--- config.mk ---
export PLATFORM = sky130hd
export DESIGN_NAME = mem_arbiter
export DESIGN_NICKNAME = d
export VERILOG_FILES = /design/src/rtl/mem_arbiter.sv
export SDC_FILE = /design/constraint.sdc
export NUM_CORES = 1
export LEC_CHECK = 0
export ABC_AREA = 1
export ABC_CLOCK_PERIOD_IN_PS = 1600
export CORE_AREA = 3 3 474 476
export CTS_BUF_LIST = sky130_fd_sc_hd__clkbuf_4 sky130_fd_sc_hd__clkbuf_8
export CTS_CLUSTER_SIZE = 10
export DETAILED_ROUTE_END_ITERATION = 8
export DIE_AREA = 0 0 477 479
export PLACE_DENSITY = 0.37
export REMOVE_ABC_BUFFERS = 1
export SYNTH_ARGS = -nofsm -noshare
export SYNTH_HDL_FRONTEND = slang
export SYNTH_SLANG_ARGS = --single-unit
--- constraint.sdc ---
create_clock -name main_clk -period 1.6 [get_ports main_clk]
set_input_delay 0.32 -clock main_clk [delete_from_list [all_inputs] [get_ports main_clk]]
set_output_delay 0.32 -clock main_clk [all_outputs]
set_load 0.02 [all_outputs]
--- src/rtl/mem_arbiter.sv ---
`default_nettype none
// +----------------------------------------------------------------------------+
// | Module      : mem_arbiter                                                  |
// | Description : Main-memory port arbiter/sequencer (main_clk domain).        |
// |               Shares one memory port between prog-cache refills,          |
// |               data-cache refills and write-back FIFO drain. One           |
// |               transaction at a time; refill lines are returned to the     |
// |               cache refill FIFOs, write-backs are popped on completion.   |
// | Options     : MEM_ARB_TIMEOUT_EN - abort a WAIT after TIMEOUT cycles      |
// |               without mem_ack and set the sticky err flag.                |
// | Revision    : 1.0 - initial release                                        |
// +----------------------------------------------------------------------------+
module mem_arbiter #(
    parameter int LINE_W  = 512,
    parameter int RADDR_W = 18,
    parameter int TIMEOUT = 255
) (
    input  logic               main_clk,
    input  logic               rst_n,
    input  logic               req_prog,
    input  logic [RADDR_W-1:0] req_prog_addr,
    input  logic               req_data,
    input  logic [RADDR_W-1:0] req_data_addr,
    input  logic               wb_empty,
    input  logic               wb_full,
    input  logic [31:0]        wb_addr,
    input  logic [31:0]        wb_data,
    output logic               wb_pop,
    output logic               mem_req,
    output logic               mem_we,
    output logic [31:0]        mem_addr,
    output logic [31:0]        mem_wdata,
    input  logic               mem_ack,
    input  logic [LINE_W-1:0]  mem_rdata,
    output logic               resp_prog_valid,
    output logic               resp_data_valid,
    output logic [LINE_W-1:0]  resp_line,
    output logic [7:0]         resp_addr,
    output logic               busy,
    output logic               err
);

    // FSM state encoding
    localparam logic [1:0] c_S_IDLE  = 2'd0;
    localparam logic [1:0] c_S_ISSUE = 2'd1;
    localparam logic [1:0] c_S_WAIT  = 2'd2;
    localparam logic [1:0] c_S_RESP  = 2'd3;

    // Transaction source encoding
    localparam logic [1:0] c_SRC_PROG = 2'd0;
    localparam logic [1:0] c_SRC_DATA = 2'd1;
    localparam logic [1:0] c_SRC_WB   = 2'd2;

    logic [1:0]         r_state;
    logic [1:0]         r_src;
    logic               r_rr_last;       // 0: prog served last, 1: data served last
    logic               r_mem_req;
    logic               r_mem_we;
    logic [31:0]        r_mem_addr;
    logic [31:0]        r_mem_wdata;
    logic               r_wb_pop;
    logic               r_resp_prog_valid;
    logic               r_resp_data_valid;
    logic [LINE_W-1:0]  r_resp_line;
    logic [7:0]         r_line_lo;
    logic [7:0]         r_resp_addr;

    logic               w_grant;
    logic [1:0]         w_src;
    logic               w_data_elig;
    logic [RADDR_W-1:0] w_line_addr;

`ifdef MEM_ARB_TIMEOUT_EN
    localparam logic [7:0] c_TMO_LIMIT = 8'(TIMEOUT);

    logic [7:0] r_tmo_cnt;
    logic       r_err;
    logic [7:0] w_tmo_next;

    assign w_tmo_next = r_tmo_cnt + 8'd1;
`endif

    // Pick the next transaction source from the current request/FIFO levels
    always_comb begin
        w_grant     = 1'b0;
        w_src       = c_SRC_PROG;
        // A data refill may not overtake pending write-backs (read-after-write order)
        w_data_elig = req_data & wb_empty;
        if (wb_full) begin
            w_grant = 1'b1;
            w_src   = c_SRC_WB;
        end else if (req_prog && w_data_elig) begin
            w_grant = 1'b1;
            w_src   = r_rr_last ? c_SRC_PROG : c_SRC_DATA;
        end else if (req_prog) begin
            w_grant = 1'b1;
            w_src   = c_SRC_PROG;
        end else if (w_data_elig) begin
            w_grant = 1'b1;
            w_src   = c_SRC_DATA;
        end else if (!wb_empty) begin
            w_grant = 1'b1;
            w_src   = c_SRC_WB;
        end
    end

    assign w_line_addr = (w_src == c_SRC_DATA) ? req_data_addr : req_prog_addr;

    // Transaction sequencer: IDLE -> ISSUE -> WAIT -> (RESP | IDLE) -> IDLE
    always_ff @(posedge main_clk) begin
        if (!rst_n) begin
            r_state           <= c_S_IDLE;
            r_src             <= c_SRC_PROG;
            r_rr_last         <= 1'b0;
            r_mem_req         <= 1'b0;
            r_mem_we          <= 1'b0;
            r_mem_addr        <= '0;
            r_mem_wdata       <= '0;
            r_wb_pop          <= 1'b0;
            r_resp_prog_valid <= 1'b0;
            r_resp_data_valid <= 1'b0;
            r_resp_line       <= '0;
            r_line_lo         <= '0;
            r_resp_addr       <= '0;
`ifdef MEM_ARB_TIMEOUT_EN
            r_tmo_cnt         <= '0;
            r_err             <= 1'b0;
`endif
        end else begin
            // Single-cycle strobes default low
            r_wb_pop          <= 1'b0;
            r_resp_prog_valid <= 1'b0;
            r_resp_data_valid <= 1'b0;

            case (r_state)
                c_S_IDLE: begin
                    // While a pop is in flight the FIFO head/flags still show the
                    // entry being popped, so no decision is taken in that cycle.
                    if (w_grant && !r_wb_pop) begin
                        r_src       <= w_src;
                        r_mem_we    <= (w_src == c_SRC_WB);
                        r_mem_addr  <= (w_src == c_SRC_WB) ? wb_addr
                                       : {{(32-RADDR_W){1'b0}}, w_line_addr};
                        r_mem_wdata <= wb_data;
                        r_line_lo   <= w_line_addr[7:0];
                        r_state     <= c_S_ISSUE;
                    end
                end

                c_S_ISSUE: begin
                    r_mem_req <= 1'b1;
`ifdef MEM_ARB_TIMEOUT_EN
                    r_tmo_cnt <= '0;
`endif
                    r_state   <= c_S_WAIT;
                end

                c_S_WAIT: begin
                    if (mem_ack) begin
                        r_mem_req <= 1'b0;
                        if (r_mem_we) begin
                            r_wb_pop <= 1'b1;
                            r_state  <= c_S_IDLE;
                        end else begin
                            r_resp_line       <= mem_rdata;
                            r_resp_addr       <= r_line_lo;
                            r_resp_prog_valid <= (r_src == c_SRC_PROG);
                            r_resp_data_valid <= (r_src == c_SRC_DATA);
                            r_state           <= c_S_RESP;
                        end
                    end
`ifdef MEM_ARB_TIMEOUT_EN
                    else if (w_tmo_next == c_TMO_LIMIT) begin
                        // Abandon the access; the source is re-arbitrated from IDLE
                        r_mem_req <= 1'b0;
                        r_err     <= 1'b1;
                        r_state   <= c_S_IDLE;
                    end else begin
                        r_tmo_cnt <= w_tmo_next;
                    end
`endif
                end

                c_S_RESP: begin
                    r_rr_last <= (r_src == c_SRC_DATA);
                    r_state   <= c_S_IDLE;
                end

                default: begin
                    r_state <= c_S_IDLE;
                end
            endcase
        end
    end

    assign wb_pop          = r_wb_pop;
    assign mem_req         = r_mem_req;
    assign mem_we          = r_mem_we;
    assign mem_addr        = r_mem_addr;
    assign mem_wdata       = r_mem_wdata;
    assign resp_prog_valid = r_resp_prog_valid;
    assign resp_data_valid = r_resp_data_valid;
    assign resp_line       = r_resp_line;
    assign resp_addr       = r_resp_addr;
    assign busy            = (r_state != c_S_IDLE);

`ifdef MEM_ARB_TIMEOUT_EN
    assign err = r_err;
`else
    // No timeout hardware: err is constant 0 and TIMEOUT has no effect
    assign err = 1'b0 & (TIMEOUT == 0);
`endif

endmodule
`default_nettype wire

Word level (Yosys, flattened, before mapping)
Cells that the tools add are included.
{"block": "op_classes", "eq_ne": 8, "reduce_logical": 13, "bitwise": 5, "muxes": 20}
{"operator": "two-way mux 32 bit", "n": 1}
{"operator": "two-way mux 18 bit", "n": 1}
{"operator": "two-way mux 2 bit", "n": 8}
{"operator": "two-way mux 1 bit", "n": 8}
{"operator": "case mux 2 bit (4 select lines)", "n": 1}
{"operator": "equality test 2 x 1 -> 1 bit, second input constant", "n": 3}
{"operator": "equality test 2 bit, second input constant", "n": 3}
{"operator": "AND reduction 2 bit", "n": 3}
{"operator": "AND reduction 3 bit", "n": 2}
{"operator": "logical NOT 2 bit", "n": 2}
{"operator": "inequality test 2 bit, second input constant", "n": 2}
{"operator": "inverter 1 bit", "n": 4}
{"operator": "nonzero test 2 bit", "n": 2}
{"operator": "OR reduction 4 bit", "n": 1}
{"operator": "logical AND 1 bit", "n": 2}
{"operator": "case mux 1 bit (2 select lines)", "n": 1}
{"operator": "AND 1 bit", "n": 1}
{"operator": "logical NOT 1 bit", "n": 1}
{"block": "totals", "out_inout_bits": 591, "word_cells": 59, "reg_bits": 602}

Logic depth before layout (Yosys ltp)
Gate-level depths: netlist of run 1.
{"block": "depth", "word_depth": 8, "mapped_depth": 9, "depth_no_buf": 8}

Least setup slack after synthesis of run 1
Ideal clock, no wire load.
{"block": "synth_path", "path_kind": "register to register", "from": "register r_state[0]", "to": "register r_line_lo[0]", "synth_period_minus_slack_ps": 1347, "path_slack_ps": 253, "path_buffers": 2, "stages_incl_launch_ff": 9, "arrival_time_ps": 1232, "cell_sequence": "dfxtp_1 inv_2 nand2_4 nor2_8 nand2_8 buf_6 buf_4 nor2_1 nor2_1"}
{"block": "synth_via", "elab_chain_cells": 2}
{"item": "from (decl)", "line_no": "54", "source": "logic [1:0] r_state;"}
{"item": "from (signal assigned)", "line_no": "112", "source": "r_state <= c_S_IDLE;"}
{"item": "from (signal assigned)", "line_no": "146", "source": "r_state <= c_S_ISSUE;"}
{"item": "from (signal assigned)", "line_no": "155", "source": "r_state <= c_S_WAIT;"}
{"item": "logical NOT 2 bit", "line_no": "135", "source": "case (r_state)"}
{"item": "AND reduction 2 bit (no source line)"}
{"item": "to (signal assigned)", "line_no": "145", "source": "r_line_lo <= w_line_addr[7:0];"}
{"item": "to (decl)", "line_no": "65", "source": "logic [7:0] r_line_lo;"}
Every way passes these cells.
A chain may end at the register's enable or synchronous reset.

Final worst setup path of run 1
{"block": "layout_path", "from": "register r_state[1]", "to": "register r_resp_line[193], in the netlist resp_line[193]"}
{"block": "layout_via", "elab_chain_cells": 2}
{"item": "equality test 2 bit", "line_no": "135"}
{"item": "AND reduction 3 bit (no source line)"}
{"item": "to (signal assigned)", "line_no": "165", "source": "r_resp_line <= mem_rdata;"}
{"item": "to (decl)", "line_no": "64", "source": "logic [LINE_W-1:0] r_resp_line;"}
Every way passes these cells.

==> impl_metrics.ini, run 1 <==
[worst_setup_path]
critical_path.max_stage_delay_ns = 0.33
crit_arrival_ns = 2.54
crit_fanout = 7
cp.required_ns = 2.32
path_cells = inv_2, buf_4, nor2_4, nand3_4, buf_12, buf_16, clkbuf_16, buf_4, o21ai_0, nor2_1
cp-end-kind = register
path_common_cell = buf_4
crit_path_start_kind = register
critical_path_class = register to register
crit_slowest_cell = dfxtp_2

[yosys]
synth_top_family_by_area = simple AND/OR/NAND/NOR gates
ys_ff_latch = 602
post_synth_mux_area_share_pct = 0
async_flop_share_pct = 0
yosysSeqAreaShare_pct = 56.4
synthAdderAreaFrac_pct = 0
ys.flop_type = dfxtp_1
yosys.area_share.simple_pct = 23.5
synth_top_cells_by_area = dfxtp_1 (56%), nor2_1 (20%), o21ai_0 (9.6%)
yosysTopAreaCell = dfxtp_1
synth_edf_count = 0
syn-mean-instance-area_um2 = 7.81
synth_cell_types = 30
synthXorXnorAreaFrac_pct = 0
synth_compound_area_share_pct = 14.3
syn_inst = 2738
yosys_warnings = 0
synth_top_area_share_pct = 56.4
syn_area_um2 = 21400

[route]
ant_nets = 0
vias = 26400
drt_iter0_markers = 948
drt-vias-per-instance = 3.40
drcViolationCount = 0
first_pass_iters = 5
wl_per_cell_um = 21.7
totalWireLength_um = 168000

[layout]
layout-drive-gt1-share_pct = 42.3
fill_cells = 24200
multi_input_comb_area_um2 = 9190
final_nets = 5284
final_cells = 7757
fin_util_pct = 23.5
area_delta_synth_final_pct = 144
regArea_um2 = 12800

[timing]
grt_setup_unrepaired = yes
slew_violations = 0
tightest_slew_ns = 0.676
post-route-period-util_pct = 114
setup_viol = 998
setup_slack_ns = -0.223
timing.hold.ws_ns = 0.139
finClkSkew_ns = 0.0647
finalHoldViolCount = 0
relSlewSlack_pct = 54.4
finalCriticalPeriod_ns = 1.82
fmaxAchievable_mhz = 549

[pwr]
peakVddDrop_mv = 0.702
combPwrFrac_pct = 35.5
power_density_nw_per_um2 = 1130
p_sw_share_pct = 34.3
p_leak_nw = 20.5
p_int_mw = 38.6
p_sw_mw = 20.1
finalPower_mw = 58.8
p_clk_share_pct = 31.9
seqPwrFrac_pct = 32.6

[status]
violations = negative setup slack
status = complete, but fails checks

[placement]
dp_hpwl_um = 122000
dpl.cell_count = 6887
place.gp.congestion = 0.856
io_buffers = 1208

[clock_network]
clk_pin_slew_ns = 0.06
htreeDepth = 4
cts_buffer_depth = 3
clock_latency_ns = 0.88
root_buffer = clkbuf_8
numClockSinks = 602
cts_tree = built
cts_buffers = 132

[floorplanning]
dieWidth_um = 477
die_y_um = 479
floorplan.die_area_um2 = 228000
top_level_ports = 1210
fp-row-count = 173
initial_core_util_pct = 9.66
coreArea_um2 = 221000

[global_routing]
grt_max_degree = 56
grt-ovfl-total = 0
grt_pass1_vias = 27000
grt_usage_pct = 13.3
grt_pass1_wl_um = 215000
antenna_found_initial = 64

[worst_hold_path]
hp-class = input port to register

[job]
drv_cap = 0
[repair_timing]
action	CTS	global route
setup endpoints to repair	1061	1144
gates resized for setup	3708	535
hold endpoints to repair	482	0
setup buffers	32	30
hold buffers	470	0
pin swaps	34	196
gates cloned	16	76
[logic make-up after synthesis]
kind of cell / count (synthesis)
buf+inv: 243
simple gates: 1289
compound gates: 603
flops: 602
other cells: 1
[flip-flops by register name, indices dropped and copies added (netlist names)]
signal / count
resp_line: 512
mem_addr: 32
mem_wdata: 32
r_line_lo: 8
resp_addr: 8
r_src: 2
r_state: 2
mem_req: 1
mem_we: 1
r_rr_last: 1
resp_data_valid: 1
resp_prog_valid: 1
wb_pop: 1
[synthesized netlist by cell type, types with 2 or more instances]
cell type	n
buf_4	41
clkbuf_1	101
a21oi_1	32
buf_6	16
inv_2	5
buf_2	41
nor3_1	2
a21oi_2	5
o21ai_0	409
nor2_8	2
nor4_1	2
dfxtp_1	602
nor2_1	1130
nand2_1	116
nand3_1	18
inv_1	37
o21ai_1	155
nand3_2	11
nor2_4	2
[power groups by stage]
stage	sequential (mW)	clock (mW)	combinational, mW
6_report	19.1	18.7	20.9
5_1_grt	19.4	20.3	22.4
4_1_cts	19.1	19.7	19.0
3_5_place_dp	18.6	0	16.5
3_3_place_gp	18.6	0	16.6
2_1_floorplan	20.7	0	4.40
[metal layers]
| metal | share of wire [%] | routed length [µm] | track usage [%] |
|---|---|---|---|
| met1 | 38 | 64000 | 14.1 |
| met2 | 46 | 77500 | 21.7 |
| met3 | 11 | 19100 | 7.45 |
| met4 | 4.3 | 7170 | 5.78 |
| met5 | 0.095 | 160 | 0 |
[final cells by class]
cell class,instances,area share (%)
clock buffer,189,4.57
tap,2975,7.14
sequential,602,24.7
antenna,34,0.163
multi-input combinational,1893,17.6
timing repair buffer,1992,44.6
clock inverter,28,0.764
timing repair inverter,2,0.115
inverter,42,0.353
[critical path: cells and delay by family, from the launching register on]
kind / cells / cell delay [ns]
AND/OR/NAND/NOR: 3 / 0.31
buffers and inverters: 6 / 0.82
AO/OA/AOI/OAI: 1 / 0.24
flip-flops: 1 / 0.33
[metrics by stage]
step / setup TNS [ns] / worst slack [ns] / instance area, µm²
2_1_floorplan: -3590.96 / -6.89 / 20300
4_1_cts: -219.39 / -0.387 / 48600
3_3_place_gp: -260.93 / -0.677 / 38500
5_1_grt: -203.19 / -0.353 / 52100
3_5_place_dp: -272.20 / -0.719 / 38500
6_report: -62.40 / -0.223 / 52100
[worst paths after layout]
kind	startpoint	to	slack [ns]	cells after the start
setup / recovery	r_state[1]	resp_line[193]	-0.22	10
hold / removal	mem_rdata[54]	resp_line[54]	0.14	3
setup reg to reg	r_state[1]	resp_line[193]	-0.22	10
hold reg to reg	resp_line[489]	resp_line[489]	0.47	2
[cells in the final DEF, fill, tap and decap left out, types with 35 or more instances in the layout]
cell             synthesis  final
buf_8                    1     44
dlygate4sd3_1            0    470
clkdlybuf4s50_1          0    617
clkbuf_16                0     56
buf_4                   41    109
buf_6                   16    535
dfxtp_2                  0    568
inv_1                   37     37
clkbuf_8                 0    154
o21ai_0                409    249
nand2_1                116    116
nor2_1                1130   1047
buf_12                   0    132
nor2_2                   1     84
o21ai_2                  1    146
o21ai_1                155    138
clkbuf_4                 0     35
No activity file was read; power rests on OpenSTA's default activity.
==> inputs of run 2 (changes only) <==
--- a/config.mk
+++ b/config.mk
@@ -6,7 +6,7 @@
 export NUM_CORES = 1
 export LEC_CHECK = 0
 export ABC_AREA = 1
-export ABC_CLOCK_PERIOD_IN_PS = 1600
+export ABC_CLOCK_PERIOD_IN_PS = 1900
 export CORE_AREA = 3 3 474 476
 export CTS_BUF_LIST = sky130_fd_sc_hd__clkbuf_4 sky130_fd_sc_hd__clkbuf_8
 export CTS_CLUSTER_SIZE = 10
==> constraint.sdc (replaced) <==
create_clock -name main_clk -period 1.9 [get_ports main_clk]
set_input_delay 0.38 -clock main_clk [delete_from_list [all_inputs] [get_ports main_clk]]
set_output_delay 0.38 -clock main_clk [all_outputs]
set_load 0.02 [all_outputs]
==> run 2 against run 1 <==
Against the previous run: the flow now finishes without violations; hold slack gained 0.026 ns; clock power shrank 16%; die area is the same; sequential power shrank 18%; largest power group is now the clock network; critical endpoint is now resp_line[50]; power shrank 25%; first-iteration DRC count grew 8.5%; maximum frequency grew 1.1%; sequential cell count is the same; combinational power shrank 38%; non-clock buffer count shrank 522; register-to-register slack gained 0.32 ns; largest cell class unchanged.
==> impl_metrics.ini, run 2 (synthesis results as in run 1) <==
[worst_setup_path]
crit_slowest_cell = dfxtp_2
path_common_cell = buf_12
cp-end-kind = register
path_cells = inv_2, buf_4, nor2_4, nand3_4, buf_12, buf_12, buf_12, o21ai_0, buf_4, nor2_1
critical_path_class = register to register
crit_path_start = r_state[1]
crit_arrival_ns = 2.54
cp.required_ns = 2.63
critical_path.max_stage_delay_ns = 0.33
crit_path_start_kind = register
timing.rr.start = r_state[1]
crit_fanout = 36

[route]
wl_per_cell_um = 20.7
ant_nets = 0
vias = 23900
drt-vias-per-instance = 3.31
first_pass_iters = 5
drcViolationCount = 0
drt_iter0_markers = 1029
totalWireLength_um = 149000

[pwr]
p_sw_share_pct = 34.4
p_int_mw = 29.1
p_leak_nw = 16.4
peakVddDrop_mv = 0.598
p_clk_share_pct = 35.5
finalPower_mw = 44.3
p_sw_mw = 15.3
seqPwrFrac_pct = 35.1
combPwrFrac_pct = 29.3
power_density_nw_per_um2 = 1080

[floorplanning]
die_y_um = 479
fp-row-count = 173
dieWidth_um = 477
floorplan.die_area_um2 = 228000
coreArea_um2 = 221000
initial_core_util_pct = 9.66
top_level_ports = 1210

[layout]
final_cell_area_um2 = 40900
layout-drive-gt1-share_pct = 28.0
largest_reg_flops = 512
final_nets = 4758
area_delta_synth_final_pct = 91.2
fin_util_pct = 18.5
final_common_cell = nor2_1
layout_common_cells = nor2_1 (1130), clkdlybuf4s50_1 (617), dfxtp_1 (438)

[timing]
finalHoldViolCount = 0
setup_slack_ns = 0.0964
grt_setup_unrepaired = yes
setup_viol = 0
fmaxAchievable_mhz = 554
post-route-period-util_pct = 94.9
finClkSkew_ns = 0.0432
finalCriticalPeriod_ns = 1.80
slew_violations = 0

[global_routing]
grt-ovfl-total = 0
grt_usage_pct = 12.6
grt_pass1_wl_um = 202000
grt_max_degree = 55
antenna_found_initial = 66
grt_pass1_vias = 24200

[placement]
dp_hpwl_um = 122000
io_buffers = 1208
place.gp.congestion = 0.834
place_area_um2 = 37700
pre_cts_slack_ns = -0.394

[clock_network]
cts_buffer_depth = 3
htreeDepth = 4
cts_tree = built
clk_pin_slew_ns = 0.06
root_buffer = clkbuf_8
numClockSinks = 602
clock_latency_ns = 0.83
cts_buffers = 130

[worst_hold_path]
hp-class = input port to register
hp-start = mem_rdata[185]

[status]
status = completed

[job]
drv_cap = 0
==> run 2: changes by cell type in the layout (fill, tap and decap cells not counted), sizes merged, moves of 2 or more <==
cell	delta
buf	-90
bufinv	-2
clkbuf	-44
clkinv	-4
clkinvlp	+2
diode	-13
dlygate4sd3	-376
==> run 2: path summary, 6_finish.rpt <==
kind | to | slack [ns] | cells after the start
min | resp_line[185] | 0.17 | 3
min reg2reg | mem_addr[31] | 0.47 | 2
max | resp_line[50] | 0.1 | 10
max reg2reg | resp_line[50] | 0.1 | 10
==> run 2: power groups by stage <==
stage	clock network, mW	logic (mW)	registers [mW]
6_report	15.7	13.0	15.6
2_1_floorplan	0	3.70	17.4
5_1_grt	17.0	14.2	15.8
3_5_place_dp	0	13.5	15.6
3_3_place_gp	0	13.6	15.6
4_1_cts	16.6	13.3	15.6
==> run 2: worst max-delay path: cells and delay by family (launching register included) <==
| kind | cells | cell delay (ns) |
|---|---|---|
| compound gates | 1 | 0.15 |
| buf+inv | 6 | 0.87 |
| flops | 1 | 0.33 |
| simple gates | 3 | 0.25 |
==> run 2: per-stage QoR <==
stage                     hold WS (ns)  std cells  TNS (ns)
after floorplan                  0.422       2537  -3431.90
after global placement           0.451       6882    -62.11
after detailed placement         0.458       6882    -68.64
after CTS                     0.000189       7208    -0.649
after global routing            0.0347       7218    -0.173
final                            0.166       7230         0
==> run 2: layout make-up <==
type                       instances  area (µm²)
tap                             2975        3720
timing repair buffer            1470       13700
inverter                          42         168
clock buffer                     200        2510
fill                           25000      181000
antenna                           21        52.6
multi-input combinational       1893        8090
clock inverter                    27         315
sequential                       602       12300
==> run 2: timing repair <==
action / CTS / global route
gates cloned: 0 / 1
setup buffers: 5 / 1
resized for setup: 3004 / 21
hold buffers: 94 / 0
endpoints found under the hold margin: 139 / 0
pin swaps: 1 / 1
endpoints found under the setup margin: 586 / 43
==> run 2: per-layer routing <==
metal | wire (µm) | share of wire, % | global-route usage (%) | vias to the layer above
met2 | 69400 | 46 | 20.9 | 1072
met1 | 58200 | 39 | 13.7 | 11000
li1 | - | - | - | 11600
met3 | 18900 | 13 | 7.48 | 246
met5 | 168 | 0.11 | 0 | -
met4 | 2880 | 1.9 | 3.05 | 26
